[config.mk]
export PLATFORM = sky130hd
export DESIGN_NAME = fetch_queue_unit
export DESIGN_NICKNAME = d
export VERILOG_FILES = /design/src/rtl/fetch_queue_unit.sv
export SDC_FILE = /design/constraint.sdc
export NUM_CORES = 1
export LEC_CHECK = 0
export BUFFER_PORTS_ARGS = -buffer_cell sky130_fd_sc_hd__buf_2
export CORE_MARGIN = 4
export CORE_UTILIZATION = 30
export DETAILED_ROUTE_END_ITERATION = 8
export PLACE_DENSITY = 0.49
export SLEW_MARGIN = 20
export SYNTH_ARGS = -nofsm -noshare
export SYNTH_HDL_FRONTEND = slang
export SYNTH_SLANG_ARGS = --single-unit
[constraint.sdc]
create_clock -name clk -period 6.39 [get_ports clk]
set_input_delay 0.639 -clock clk [delete_from_list [all_inputs] [get_ports clk]]
set_output_delay 0.639 -clock clk [all_outputs]
set_load 0.05 [all_outputs]
[src/rtl/fetch_queue_unit.sv]
// Fetch PC, 1-cycle-latency imem request issue and DEPTH-entry instruction queue to decode.
// Optional performance counters are enabled by defining FETCH_PERF_EN.
module fetch_queue_unit #(
   parameter int              XLEN     = 32,
   parameter logic [XLEN-1:0] RESET_PC = 32'h8000_0000,
   parameter int              DEPTH    = 4
) (
   input  logic            clk,
   input  logic            reset,
   input  logic            redirect_valid,
   input  logic [XLEN-1:0] redirect_pc,
   output logic            imem_req,
   output logic [XLEN-1:0] imem_addr,
   input  logic [XLEN-1:0] imem_rdata,
   output logic            out_valid,
   input  logic            out_ready,
   output logic [XLEN-1:0] out_instr,
   output logic [XLEN-1:0] out_pc
`ifdef FETCH_PERF_EN
   ,
   output logic [31:0]     perf_fetched,
   output logic [31:0]     perf_redirects,
   output logic [31:0]     perf_full_stalls
`endif
);

   localparam int AW = $clog2(DEPTH);
   localparam int CW = AW + 1;

   logic [XLEN-1:0] fetch_pc_q, fetch_pc_d;
   logic [XLEN-1:0] req_pc_q;
   logic            inflight_q;
   logic [CW-1:0]   count_q, count_d;
   logic [AW-1:0]   rd_ptr_q, wr_ptr_q;
   logic [XLEN-1:0] instr_q [DEPTH];
   logic [XLEN-1:0] pc_q    [DEPTH];

   logic [CW:0]     used;
   logic            push, pop;

   // Credit counts the outstanding response but not a same-cycle pop, so a push always has room.
   assign used      = {1'b0, count_q} + {{CW{1'b0}}, inflight_q};
   assign imem_req  = !reset && !redirect_valid && (used < (CW+1)'(DEPTH));
   assign imem_addr = fetch_pc_q;

   assign out_valid = !reset && !redirect_valid && (count_q != '0);
   assign out_instr = instr_q[rd_ptr_q];
   assign out_pc    = pc_q[rd_ptr_q];

   assign push = !reset && !redirect_valid && inflight_q;
   assign pop  = out_valid && out_ready;

   always_comb begin
      fetch_pc_d = fetch_pc_q;
      count_d    = count_q;
      if (imem_req)
         fetch_pc_d = fetch_pc_q + XLEN'(4);
      if (push && !pop)
         count_d = count_q + CW'(1);
      else if (pop && !push)
         count_d = count_q - CW'(1);
   end

   always_ff @(posedge clk) begin
      if (reset) begin
         fetch_pc_q <= RESET_PC;
         req_pc_q   <= '0;
         inflight_q <= 1'b0;
         count_q    <= '0;
         rd_ptr_q   <= '0;
         wr_ptr_q   <= '0;
      end else if (redirect_valid) begin
         // Drops queued entries and the response currently returning.
         fetch_pc_q <= {redirect_pc[XLEN-1:2], 2'b00};
         inflight_q <= 1'b0;
         count_q    <= '0;
         rd_ptr_q   <= '0;
         wr_ptr_q   <= '0;
      end else begin
         fetch_pc_q <= fetch_pc_d;
         inflight_q <= imem_req;
         count_q    <= count_d;
         if (imem_req)
            req_pc_q <= fetch_pc_q;
         if (push)
            wr_ptr_q <= wr_ptr_q + AW'(1);
         if (pop)
            rd_ptr_q <= rd_ptr_q + AW'(1);
      end
   end

   always_ff @(posedge clk) begin
      if (push) begin
         instr_q[wr_ptr_q] <= imem_rdata;
         pc_q[wr_ptr_q]    <= req_pc_q;
      end
   end

`ifdef FETCH_PERF_EN
   logic [31:0] perf_fetched_q, perf_redirects_q, perf_full_stalls_q;

   function automatic logic [31:0] sat_inc(input logic [31:0] v);
      return (v == 32'hFFFF_FFFF) ? v : v + 32'd1;
   endfunction

   always_ff @(posedge clk) begin
      if (reset) begin
         perf_fetched_q     <= '0;
         perf_redirects_q   <= '0;
         perf_full_stalls_q <= '0;
      end else begin
         if (pop)
            perf_fetched_q <= sat_inc(perf_fetched_q);
         if (redirect_valid)
            perf_redirects_q <= sat_inc(perf_redirects_q);
         if (!redirect_valid && !imem_req)
            perf_full_stalls_q <= sat_inc(perf_full_stalls_q);
      end
   end

   assign perf_fetched     = perf_fetched_q;
   assign perf_redirects   = perf_redirects_q;
   assign perf_full_stalls = perf_full_stalls_q;
`endif

endmodule

==> qor.txt <==
nets: 983
area grow syn2layout: 20.78%
Util after Layout: 37.06%
layout cells sized above 1: 32.41%
pwr dens: 307.0 nW/um^2
wire per inst: 20.54 microns
CP Launch Type: register
Yosys reg bits: 318
Initial Utilization: 30.68%
Worst VDD drop: 0.1887 mV
DR top layer: met4
cts hold-fix bufs: 0
CP peak stage delay: 0.89 ns
number of library cell types mapped by synthesis: 51
worst path cell trace: buf_4, mux4_2, buf_2
most common cell after layout, fill and taps aside: edfxtp_1
FILL cells: 3802
Synth Flop Type: edfxtp_1
number of synthesized flops with an enable pin: 248
share of the synthesized area in the top cell type: 60.54%
number of global-route vias before repair: 7220
GPL Wtd Cong: 0.7631
post_cts resized: 0
CTS tree: yes
max-cap violations: 0
CP arrival: 2.92 ns
run status: completed
core area: 40100 sq um
num rows: 73
hold slack: 0.3192 ns
# clock sinks: 318
Setup TNS Final: 0 ns
TritonCTS Buffers: 38
I/O pins: 166
commonest cells after routing, fill and taps aside: edfxtp_1 (248), buf_2 (159), nand2_1 (85)
average size of a mapped cell: 16.56 sq um
crit-path leading delay family: flip-flops
H-tree Lvls: 2
WS Path Type: register to primary output
dominant cell type by area after synthesis: edfxtp_1
asr flop ratio synth: 0%
Clock transition at path regs: 0.06 ns
ANT nets after route: 0
GRT overflow: 0
via count: 7120
worst clock skew: 0.01992 ns
Die Height: 210.5 microns
WL met3: 1987 microns
cell count after synthesis: 743
Slew headroom: 34.09%
first-pass GRT wire length: 45420 microns
Fmax: 280.8 MHz
Die Wd: 210.5 microns
Detail Placement HPWL: 18230 microns
initial antenna violation count: 0
post-synthesis cell area: 12300 sq um
die area: 44310 sq um
endpoints failing setup: 0
fin crit share: 55.74%
M1 wire length: 13260 microns
DRC: 0
clock buffer depth: 3
Initial DRT Pass Iterations: 5
diode count: 0
Total Wirelength: 30050 microns
setup bufs post-CTS: 0
Slew @ Worst Pin: 0.9812 ns
Clock Root Buffer: clkbuf_16
CP required: 5.75 ns
fin crit period: 3.562 ns
via/cell ratio: 4.867
Final Hold Vio Count: 0
Port Buf Inserts: 159
fin. max-slew vios: 0
Syn. warnings: 0
sequential area share after synthesis: 71.93%
Synth area leaders: edfxtp_1 (61%), dfxtp_1 (11%), mux4_2 (11%), nand2_1 (2.6%), a21oi_1 (1.4%)
Leak: 5.169 nW
CP max stage cell: dfxtp_4
Crit. End Element: primary output
RSZ-0062 raised after global routing: no
CP max FO: 35
Met2 Wirelength: 14270 microns
GR Util All Layers: 13.39%
number of DRC markers in iteration 0: 461
largest net degree at the start of global routing: 66
Bufs and invs on worst path: 2
Clock Latency Late Sink: 0.54 ns
Worst Hold Class: input port to register
cell families (layout without fill, tap and decap cells):
logic type                 after synthesis  count (layout)  share of synthesized area, %
xor gates and xnor gates                12              12                        0.8543
muxes                                   64              64                         11.51
adders and majority gates                7               7                        0.7730
and+or+nand+nor                        192             192                         7.943
DFF                                    318             318                         71.93
other                                    1               4                       0.03048
buffers and inverters                   62             254                         2.187
AOI/OAI and AO/OA                       87              87                         4.770
Yosys cell counts, types with 3 or more instances:
cell type / instances
a2111oi_0: 3
a2111oi_1: 3
a211oi_1: 8
a21oi_1: 35
a221o_1: 4
a311oi_1: 6
a31oi_1: 7
and2_1: 3
and3_1: 8
and4_1: 10
buf_2: 14
buf_4: 5
clkbuf_1: 28
dfxtp_1: 70
edfxtp_1: 248
ha_1: 6
inv_1: 14
mux4_2: 62
nand2_1: 85
nand3_1: 14
nand4_1: 9
nor2_1: 23
nor3_1: 10
nor4_1: 5
o211ai_1: 3
o21ai_0: 7
or3_1: 9
or4_1: 3
xnor2_1: 4
xor2_1: 8
where the power goes:
group	internal, W	switching (W)	leakage, nW
clock network	0.00124	0.000833	0.594
registers	0.00225	0.0000384	2.99
logic	0.0000563	0.000149	1.59
worst reg2reg max path, stage by stage, from the launching register on:
cell and delay [ns]:
dfxtp_1 0.40, a31oi_2 0.67, nand2_1 0.18, buf_4 0.33
or4_1 0.55, a31oi_1 0.16
final timing paths:
kind	start	to	slack, ns	cells after the start
setup / recovery	register	out_instr[26]	2.83	3
hold / removal	imem_rdata[30]	instr_q[0][30]	0.32	1
setup reg to reg	inflight_q	imem_addr[16]	4.03	5
hold reg to reg	req_pc_q[5]	req_pc_q[5]	0.50	2
routing by layer:
layer	GRT usage (%)	vias to the layer above
met5	0	-
met4	3.845	0
met3	3.542	37
met2	21.26	218
met1	18.30	3594
li1	-	3271
metrics by stage:
step	cells	setup slack, ns	power (W)	instance area [sq um]
6_report	1463	2.828	0.004562	14860
5_1_grt	1463	2.556	0.004753	14860
4_1_cts	1463	2.614	0.004642	14860
3_5_place_dp	1393	2.609	0.002538	13660
3_3_place_gp	1393	2.569	0.002536	13660
2_1_floorplan	746	3.384	0.002455	12310
cell type report:
cell class | instances | area, sq um | share of cell area, %
Sequential cell | 318 | 8856 | 59.60
Tap cell | 525 | 656.9 | 4.421
Clock buffer | 48 | 998.5 | 6.720
Timing Repair Buffer | 169 | 870.8 | 5.861
Clock inverter | 22 | 203.9 | 1.373
Multi-Input combinational cell | 366 | 3216 | 21.64
Inverter | 15 | 56.30 | 0.3789
state kept, by name (all words and copies together), names as in the netlist, named ones only:
signal,flops
imem_addr,30
wr_ptr_q,2
instr_q,128
count_q,3
req_pc_q,30
inflight_q,1
pc_q,120
rd_ptr_q,2
Power figures use the tool's default switching activity.
